### config.mk
export PLATFORM = sky130hd
export DESIGN_NAME = rom_reader
export DESIGN_NICKNAME = d
export VERILOG_FILES = /design/src/rtl/rom_reader_pkg.sv /design/src/rtl/rom_reader_dec_accum.sv /design/src/rtl/rom_reader.sv
export SDC_FILE = /design/constraint.sdc
export NUM_CORES = 1
export LEC_CHECK = 0
export CORE_UTILIZATION = 35
export DETAILED_ROUTE_END_ITERATION = 8
export HOLD_SLACK_MARGIN = 0.05
export PLACE_DENSITY = 0.57
export SLEW_MARGIN = 20
export SYNTH_ARGS = -nofsm -noshare
export SYNTH_HDL_FRONTEND = slang
export SYNTH_HIERARCHICAL = 1
export SYNTH_SLANG_ARGS = --single-unit
### constraint.sdc
create_clock -name clk -period 7.3 [get_ports clk]
set_input_delay 0.73 -clock clk [delete_from_list [all_inputs] [get_ports clk]]
set_output_delay 0.73 -clock clk [all_outputs]
set_load 0.005 [all_outputs]
### src/rtl/rom_reader_pkg.sv
// ============================================================================
// Module   : rom_reader_pkg
// Purpose  : FSM state encodings and ASCII byte constants for rom_reader.
// Revision : 1.0 - initial release
// ============================================================================
`default_nettype none

package rom_reader_pkg;

    typedef logic [2:0] state_t;

    localparam state_t c_st_idle        = 3'd0;
    localparam state_t c_st_dir         = 3'd1;
    localparam state_t c_st_digit_first = 3'd2;
    localparam state_t c_st_digit       = 3'd3;
    localparam state_t c_st_done        = 3'd4;
    localparam state_t c_st_err         = 3'd5;

    localparam logic [7:0] c_ascii_l   = 8'h4C;
    localparam logic [7:0] c_ascii_r   = 8'h52;
    localparam logic [7:0] c_ascii_0   = 8'h30;
    localparam logic [7:0] c_ascii_9   = 8'h39;
    localparam logic [7:0] c_ascii_lf  = 8'h0A;
    localparam logic [7:0] c_ascii_cr  = 8'h0D;
    localparam logic [7:0] c_ascii_nul = 8'h00;

    function automatic logic is_digit(input logic [7:0] b);
        return (b >= c_ascii_0) && (b <= c_ascii_9);
    endfunction

endpackage

`default_nettype wire

### src/rtl/rom_reader_dec_accum.sv
// ============================================================================
// Module   : dec_accum
// Purpose  : Combinational acc*10+digit step with overflow flag.
// Revision : 1.0 - initial release
// ============================================================================
`default_nettype none

module dec_accum #(
    parameter int MAG_W = 16
) (
    input  logic [MAG_W-1:0] i_acc,
    input  logic [3:0]       i_digit,
    output logic [MAG_W-1:0] o_acc,
    output logic             o_ovf
);

    // Four spare bits hold 10*(2^MAG_W-1)+9 without loss.
    localparam logic [MAG_W+3:0] c_ten = (MAG_W+4)'(10);

    logic [MAG_W+3:0] w_wide;

    always_comb begin
        w_wide = ({4'b0000, i_acc} * c_ten) + {{MAG_W{1'b0}}, i_digit};
        o_acc  = w_wide[MAG_W-1:0];
        o_ovf  = |w_wide[MAG_W+3:MAG_W];
    end

endmodule

`default_nettype wire

### src/rtl/rom_reader.sv
// ============================================================================
// Module   : rom_reader
// Purpose  : Walks the input ROM from address 0 and streams L/R rotation
//            records. ROM_READER_CR_SKIP_EN lets CRLF line endings parse.
// Revision : 1.0 - initial release
// ============================================================================
`default_nettype none

module rom_reader
    import rom_reader_pkg::*;
#(
    parameter int N_ADDR_BITS = 16,
    parameter int MAG_W       = 16,
    parameter int CNT_W       = 16
) (
    input  logic                   clk,
    input  logic                   rst_n,
    input  logic                   start,
    output logic [N_ADDR_BITS:0]   rom_addr,
    input  logic [7:0]             rom_data,
    input  logic                   rom_valid,
    output logic                   rec_valid,
    input  logic                   rec_ready,
    output logic                   rec_dir,
    output logic [MAG_W-1:0]       rec_mag,
    output logic                   rec_ovf,
    output logic                   busy,
    output logic                   done,
    output logic                   error,
    output logic [CNT_W-1:0]       rec_count
);

    state_t               state_q,     state_d;
    logic [N_ADDR_BITS:0] rom_addr_q,  rom_addr_d;
    logic                 rec_valid_q, rec_valid_d;
    logic                 rec_dir_q,   rec_dir_d;
    logic [MAG_W-1:0]     rec_mag_q,   rec_mag_d;
    logic                 rec_ovf_q,   rec_ovf_d;
    logic                 done_q,      done_d;
    logic                 error_q,     error_d;
    logic [CNT_W-1:0]     rec_count_q, rec_count_d;
    logic                 dir_q,       dir_d;
    logic [MAG_W-1:0]     acc_q,       acc_d;
    logic                 acc_ovf_q,   acc_ovf_d;

    logic [MAG_W-1:0]     w_acc_next;
    logic                 w_acc_ovf;
    logic                 w_is_digit;
    logic                 w_can_emit;

    dec_accum #(
        .MAG_W (MAG_W)
    ) u_dec_accum (
        .i_acc   (acc_q),
        .i_digit (rom_data[3:0]),
        .o_acc   (w_acc_next),
        .o_ovf   (w_acc_ovf)
    );

    always_comb begin
        w_is_digit  = rom_valid && is_digit(rom_data);
        w_can_emit  = !rec_valid_q || rec_ready;

        state_d     = state_q;
        rom_addr_d  = rom_addr_q;
        rec_valid_d = rec_valid_q && !rec_ready;
        rec_dir_d   = rec_dir_q;
        rec_mag_d   = rec_mag_q;
        rec_ovf_d   = rec_ovf_q;
        done_d      = done_q;
        error_d     = error_q;
        rec_count_d = rec_count_q;
        dir_d       = dir_q;
        acc_d       = acc_q;
        acc_ovf_d   = acc_ovf_q;

        case (state_q)
            c_st_idle, c_st_done, c_st_err: begin
                if (start) begin
                    rom_addr_d  = '0;
                    done_d      = 1'b0;
                    error_d     = 1'b0;
                    rec_count_d = '0;
                    state_d     = c_st_dir;
                end
            end
            c_st_dir: begin
                if (!rom_valid) begin
                    done_d  = 1'b1;
                    state_d = c_st_done;
                end else if (rom_data == c_ascii_l || rom_data == c_ascii_r) begin
                    dir_d      = (rom_data == c_ascii_r);
                    acc_d      = '0;
                    acc_ovf_d  = 1'b0;
                    rom_addr_d = rom_addr_q + 1'b1;
                    state_d    = c_st_digit_first;
                end else if (rom_data == c_ascii_lf) begin
                    rom_addr_d = rom_addr_q + 1'b1;
                end else begin
                    error_d = 1'b1;
                    state_d = c_st_err;
                end
            end
            c_st_digit_first: begin
                if (w_is_digit) begin
                    acc_d      = w_acc_next;
                    acc_ovf_d  = acc_ovf_q | w_acc_ovf;
                    rom_addr_d = rom_addr_q + 1'b1;
                    state_d    = c_st_digit;
                end else begin
                    error_d = 1'b1;
                    state_d = c_st_err;
                end
            end
            c_st_digit: begin
                if (w_is_digit) begin
                    acc_d      = w_acc_next;
                    acc_ovf_d  = acc_ovf_q | w_acc_ovf;
                    rom_addr_d = rom_addr_q + 1'b1;
                end else if (rom_valid && rom_data == c_ascii_lf) begin
                    // A full output slot stalls the walk on the newline byte.
                    if (w_can_emit) begin
                        rec_valid_d = 1'b1;
                        rec_dir_d   = dir_q;
                        rec_mag_d   = acc_q;
                        rec_ovf_d   = acc_ovf_q;
                        rec_count_d = rec_count_q + 1'b1;
                        rom_addr_d  = rom_addr_q + 1'b1;
                        state_d     = c_st_dir;
                    end
`ifdef ROM_READER_CR_SKIP_EN
                end else if (rom_valid && rom_data == c_ascii_cr) begin
                    rom_addr_d = rom_addr_q + 1'b1;
`endif
                end else begin
                    error_d = 1'b1;
                    state_d = c_st_err;
                end
            end
            default: state_d = c_st_idle;
        endcase
    end

    always_ff @(posedge clk) begin
        if (!rst_n) begin
            state_q     <= c_st_idle;
            rom_addr_q  <= '0;
            rec_valid_q <= 1'b0;
            rec_dir_q   <= 1'b0;
            rec_mag_q   <= '0;
            rec_ovf_q   <= 1'b0;
            done_q      <= 1'b0;
            error_q     <= 1'b0;
            rec_count_q <= '0;
            dir_q       <= 1'b0;
            acc_q       <= '0;
            acc_ovf_q   <= 1'b0;
        end else begin
            state_q     <= state_d;
            rom_addr_q  <= rom_addr_d;
            rec_valid_q <= rec_valid_d;
            rec_dir_q   <= rec_dir_d;
            rec_mag_q   <= rec_mag_d;
            rec_ovf_q   <= rec_ovf_d;
            done_q      <= done_d;
            error_q     <= error_d;
            rec_count_q <= rec_count_d;
            dir_q       <= dir_d;
            acc_q       <= acc_d;
            acc_ovf_q   <= acc_ovf_d;
        end
    end

    assign rom_addr  = rom_addr_q;
    assign rec_valid = rec_valid_q;
    assign rec_dir   = rec_dir_q;
    assign rec_mag   = rec_mag_q;
    assign rec_ovf   = rec_ovf_q;
    assign done      = done_q;
    assign error     = error_q;
    assign rec_count = rec_count_q;
    assign busy      = (state_q == c_st_dir) || (state_q == c_st_digit_first) ||
                       (state_q == c_st_digit);

endmodule

`default_nettype wire

== After elaboration in Yosys (flattened, before gate mapping) ==
Cells that the tools add are included.

* Bits in registers: 75
* Latch bits: 0
* Memory bits (writable): 0
* ROM bits: 0
* Input bits: 13
* Output and inout bits: 55
* Logic and storage cells: 117
* Memories kept: 0

* Add/sub/neg operators: 3
* Multiply operators: 1
* Divide/modulo/power cells: 0
* Order comparisons: 2
* Eq/ne operators: 26
* Shift operators: 0
* Muxes and demuxes: 45
* Bitwise gates (word level): 2
* Reduce and logical (&&, ||, !) cells: 26

{| class="wikitable"
|+ Operators by type and width
! kind !! number
|-
| 17-bit 2-to-1 mux || 8
|-
| 16-bit 2-to-1 mux || 7
|-
| 17-bit case mux with 4 select lines || 1
|-
| 16-bit case mux with 2 select lines || 2
|-
| 3-bit 2-to-1 mux || 8
|-
| 2-bit != test, second input constant || 12
|-
| 20-bit by 4-bit adder with 20-bit output || 1
|-
| 16-bit by 3-bit multiplier with 19-bit output, second input constant || 1
|-
| 17-bit by 1-bit adder with 17-bit output, second input constant || 1
|-
| 16-bit by 1-bit adder with 16-bit output, second input constant || 1
|-
| 8-bit by 7-bit == test with 1-bit output, second input constant || 2
|-
| 1-bit 2-to-1 mux || 15
|-
| 3-bit != test, second input constant || 4
|-
| 3-bit case mux with 4 select lines || 1
|-
| 4-bit AND reduction || 3
|-
| 8-bit by 4-bit == test with 1-bit output, second input constant || 1
|-
| 8-bit by 6-bit >= comparator with 1-bit output, second input constant || 1
|-
| 8-bit by 6-bit <= comparator with 1-bit output, second input constant || 1
|-
| 8-bit AND reduction || 1
|-
| 7-bit AND reduction || 1
|-
| 3-bit by 2-bit == test with 1-bit output, second input constant || 2
|-
| 3-bit == test, second input constant || 2
|-
| 3-bit AND reduction || 2
|-
| 2-bit nonzero test || 3
|-
| other kinds (16) || 24
|}

== Longest topological paths before layout ==
* Depth after elaboration: 6
* Mapped depth: 13
* Mapped depth without buffers: 13

== Modules after synthesis ==
Netlist, hierarchy kept.

{| class="wikitable"
|+ By module, submodules not included
! module !! times used !! cells each !! area an instance (um2) !! sequential area each (um2)
|-
| rom_reader || 1 || 423 || 3,564.7 || 1,501.4
|-
| dec_accum || 1 || 161 || 1,367.6 || 0.0
|}

== Least setup slack after synthesis ==
OpenSTA, ideal clock, no wires.

* Kind: register -> register
* From: register acc_q[1]
* To: register acc_ovf_q
* Library setup time: 0.066 ns
* Data arrival time: 3.078 ns
* Required time: 7.234 ns
* Setup slack: 4.156 ns
* Cell stages (with the launch flop): 14
* Path buffers: 0
* Clock period less this slack: 3.144 ns
* Path through: dfxtp_1 -> ha_1 -> ha_1 -> fa_1 -> a21o_2 -> a221oi_2 -> o21ai_1 -> xnor2_1 -> nor4_2 -> nand4_1 -> and3_1 -> o211ai_1 -> a21oi_1 -> nor2_1

* Word-level cells in the longest chain between the ends: 6

{| class="wikitable"
|+ RTL lines
! what !! RTL line !! text
|-
| from (decl) || rom_reader.sv:43 || <nowiki>logic [MAG_W-1:0] acc_q, acc_d;</nowiki>
|-
| from (signal assigned) || rom_reader.sv:156 || <nowiki>acc_q <= '0;</nowiki>
|-
| from (signal assigned) || rom_reader.sv:169 || <nowiki>acc_q <= acc_d;</nowiki>
|-
| 16-bit by 3-bit multiplier with 19-bit output || rom_reader_dec_accum.sv:23 || <nowiki>w_wide = ({4'b0000, i_acc} * c_ten) + {{MAG_W{1'b0}}, i_digit};</nowiki>
|-
| 20-bit by 4-bit adder with 20-bit output || rom_reader_dec_accum.sv:23 ||
|-
| 4-bit OR reduction || rom_reader_dec_accum.sv:25 || <nowiki>o_ovf = |w_wide[MAG_W+3:MAG_W];</nowiki>
|-
| named net w_acc_ovf || rom_reader.sv:47 || <nowiki>logic w_acc_ovf;</nowiki>
|-
| 1-bit OR || rom_reader.sv:107, rom_reader.sv:118 ||
|-
| 1-bit 2-to-1 mux || rom_reader.sv:105, rom_reader.sv:116 ||
|-
| 1-bit case mux with 2 select lines || rom_reader.sv:77 || <nowiki>case (state_q)</nowiki>
|-
| to (signal assigned) || rom_reader.sv:170 || <nowiki>acc_ovf_q <= acc_ovf_d;</nowiki>
|-
| to (decl) || rom_reader.sv:44 || <nowiki>logic acc_ovf_q, acc_ovf_d;</nowiki>
|}

The timed path passes the listed nets, and every way through them passes these cells. The select of a mux whose other input is x is not followed.
A chain may end at the register's enable or synchronous reset.

== Final worst setup path ==
* From: input port rom_data[1]
* To: register acc_ovf_q

* Word-level cells in the longest chain between the ends: 5
* Elaborated cells on any way between the ends: 15
* Classes of those cells: add/sub: 1; order compare: 2; eq/ne: 4; mux: 2; bitwise: 1; reduce/logical: 5

{| class="wikitable"
|+ RTL lines
! what !! RTL line !! text
|-
| from (decl) || rom_reader.sv:20 || <nowiki>input logic [7:0] rom_data,</nowiki>
|-
| 20-bit by 4-bit adder with 20-bit output || rom_reader_dec_accum.sv:23 ||
|-
| 4-bit OR reduction || rom_reader_dec_accum.sv:25 ||
|-
| named net w_acc_ovf || rom_reader.sv:47 ||
|-
| 1-bit OR || rom_reader.sv:107, rom_reader.sv:118 ||
|-
| 1-bit 2-to-1 mux || rom_reader.sv:105, rom_reader.sv:116 ||
|-
| 1-bit case mux with 2 select lines || rom_reader.sv:77 ||
|}

The timed path passes the listed nets, and every way through them passes these cells. The select of a mux whose other input is x is not followed.

==> reports/summary.txt <==
Bufs on Longest Clock Path -> 2
Max-slew violations -> 0
Crit Path Class -> input port to register
Hold Path Class -> register to register
Setup ws final -> 3.64 ns
P per Cell Area -> 153 mW/mm^2
Status -> finished, violations left
CP max FO -> 5
Combinational power share -> 6.2%
Drc violations -> 2
Fill count -> 1361
Sequential power share -> 45.0%
Core Rows -> 43
Setup crit start kind -> input port
Cell mode on critical path -> nand4_1
R2r setup slk -> 3.75 ns
Vias -> 4488
Die H -> 121 um
# clock sinks -> 75
Post-CTS Setup Bufs -> 0
Arrival time worst endpoint -> 3.92 ns
Largest net degree at the start of global routing -> 45
Mapped Nets -> 632
Gr ovfl total -> 0
Setup TNS -> 0 ns
Area of the core -> 0.0138 sq mm
Final hold vios -> 0
Synth Register Bits -> 75
PortBufs -> 67
Crit path capture type -> register
Share of cells above drive strength 1 -> 8.68%
Fin nets -> 688
First-pass GRT wire length -> 20700 um
Avg Synthesized Cell Area -> 8.45 sq um
CTS Buf Count -> 9
Vias per inst -> 5.44
P_int -> 0.000708 W
Post-synth EDFFs -> 0
Die Area -> 0.0146 sq mm
Antenna viol nets, final -> 0
Min Tclk post-route -> 3.66 ns
Register area share after synthesis -> 30.4%
Max Cap Viol -> 0
Peak VDD IR -> 0.109 mV
Synthesized netlist cell count -> 584
Mapped cell area -> 0.00493 sq mm
Footprint of the multi-input gates -> 0.00324 sq mm
Crit path cell chain -> clkdlybuf4s50_1, ha_1, inv_1, fa_1, nor2b_1, o21ai_0, nor3b_1, nand4_1, nor4_2, nand4_1, and3_1, o211ai_1, a21oi_1, nor2_1
Async SR Flop Fraction -> 0%
Switching power share of the total -> 23.3%
DP Area -> 0.00572 sq mm
Slowest cell on the critical path -> clkdlybuf4s50_1
Seq. cell area -> 0.00150 sq mm
Primary FF master, synth -> dfxtp_1
Initial DRC Count -> 183
Max stage delay on crit path -> 0.53 ns
Max Clk Rate -> 273 MHz
Setup Skew -> 0.00742 ns
Setup violations, final -> 0
Top-area cell type share of the netlist area -> 30.4%
Initial Util -> 35.7%
Clock Root Buffer -> clkbuf_16
Reg-to-reg startpoint -> acc_q[1]$_SDFFE_PN0P_
Pre-CTS setup slack -> 3.29 ns
Vias in the first global route -> 4318
Top area cells in the synthesized netlist -> dfxtp_1 30%, ha_1 8.4%, nand2_1 4.9%, a21boi_0 4.3%, xnor2_1 4.3%
Period utilization -> 50.1%
Hold Buf Count CTS -> 0
Synth warn -> 6
N_diodes -> 0
Sw power -> 0.000215 W
Finished Cell Area -> 0.00602 sq mm
Leak Pwr -> 2.14 nW
Clk slew on worst S/H paths -> 0.06 ns
Placer Congestion -> 0.840
I/O pins -> 68
Clk_lat worst skew -> 0.34 ns
Hold Crit Start -> rec_mag[2]$_SDFFE_PN0P_
RSZ-0062 raised after global routing -> no
WP data required -> 7.56 ns
Count leader, synth -> dfxtp_1
Worst slew pin tran -> 0.830 ns
Buf+Inv Stages, Crit Path -> 2
Clock power share -> 48.8%
Unique masters post-synth -> 78
Die X -> 121 um
Top post-synthesis cells by count -> 75 x dfxtp_1, 64 x nand2_1, 42 x nor2_1
All-Layer GR Usage -> 17.8%
CTS tree -> built
Failing checks -> design-rule violations
H-tree depth -> 3
CP Launch Point -> rom_data[1]
Drt total wl -> 12400 um
Routed length per instance -> 15.0 um
Leading area contributor after synthesis -> dfxtp_1
Cts repair resizes -> 0
DP HPWL -> 9130 um
Worst path top cell family by delay -> simple AND/OR/NAND/NOR gates
Area Growth Syn to Fin -> 22.0%
First-pass DRT Iterations -> 7
Initial antenna violation count -> 0
Rel. slew slack -> 44.5%
-- power by group through the flow --
stage	clock, W	combinational, W	sequential [W]
floorplan	0	0.0000370	0.000422
global placement	0	0.0000558	0.000424
detailed placement	0	0.0000571	0.000424
CTS	0.000465	0.0000575	0.000415
global route	0.000480	0.0000633	0.000415
finish	0.000450	0.0000573	0.000415
-- metrics by stage --
| step | hold slack [ns] | cells | total power (W) | utilization (%) |
|---|---|---|---|---|
| 6_report | 0.461 | 825 | 0.000923 | 43.5 |
| 5_1_grt | 0.491 | 825 | 0.000959 | 43.5 |
| 4_1_cts | 0.467 | 825 | 0.000937 | 43.5 |
| 3_5_place_dp | 0.458 | 809 | 0.000481 | 41.4 |
| 3_3_place_gp | 0.452 | 809 | 0.000480 | 41.4 |
| 2_1_floorplan | 0.437 | 584 | 0.000459 | - |
-- registers in the layout (all words and copies together) (netlist names) --
| name | count |
|---|---|
| rec_valid | 1 |
| acc_ovf_q | 1 |
| rom_addr | 17 |
| rec_mag | 16 |
| acc_q | 16 |
| dir_q | 1 |
| done | 1 |
| rec_count | 16 |
| rec_dir | 1 |
| rec_ovf | 1 |
| state_q | 3 |
| error | 1 |
-- worst paths after layout --
path | end | cells past startpoint
worst min register to register | rec_mag[2]$_SDFFE_PN0P_ | 2
worst min-delay path | rec_mag[2]$_SDFFE_PN0P_ | 2
worst max register to register | acc_ovf_q$_SDFFE_PN0P_ | 13
worst max-delay path | acc_ovf_q$_SDFFE_PN0P_ | 14
-- cells by family after synthesis --
kind of cell,count (synthesis),synth area share (%)
xor gates and xnor gates,32,5.68
and+or+nand+nor,238,25.9
buffers and inverters,43,3.80
DFF,75,30.4
muxes,17,3.45
adders and majority gates,35,9.18
AOI/OAI and AO/OA,144,21.5
-- final cells by class --
class                   count  area share, %
inverters                  20           1.25
repair buffers             68           11.3
multi-input cells         466           53.9
clock inverters             4          0.831
well taps                 180           3.74
clock buffers              12           4.09
flip-flops and latches     75           24.9
-- cell usage in the layout, fill, tap and decap left out, types with 4 or more instances in the layout --
master / count
a21oi_1: 27
and2_1: 8
o21ai_0: 28
nand2_1: 64
a21boi_0: 28
and3_1: 7
nand3_1: 27
ha_1: 33
nand4_1: 10
a21o_1: 4
nor2b_1: 4
clkdlybuf4s50_1: 67
clkbuf_16: 9
dfxtp_1: 75
o31ai_1: 4
nor2_2: 9
mux2i_1: 17
a31oi_1: 9
or3_1: 16
a21boi_1: 5
or4_1: 4
inv_1: 19
xnor2_1: 24
nor2_1: 42
xor2_1: 8
nor3_1: 10
nand2b_1: 6
-- layer usage --
layer  track usage (%)  wire length, um  vias up
met3              3.58              442       18
li1                  -                -     2234
met5                 0                0        -
met1              23.3             5900     2145
met4              8.02              285        0
met2              28.3             5730       91
-- worst reg2reg max path, delay by kind of cell (launching register included) --
family                   cells  cell delay [ns]
AO/OA/AOI/OAI                4             0.87
flip-flops                   1             0.41
AND/OR/NAND/NOR              5             0.97
XOR/XNOR                     1             0.25
adder cells (fa/ha/maj)      3             0.96
Note: power is estimated with default switching activity, not from simulation.
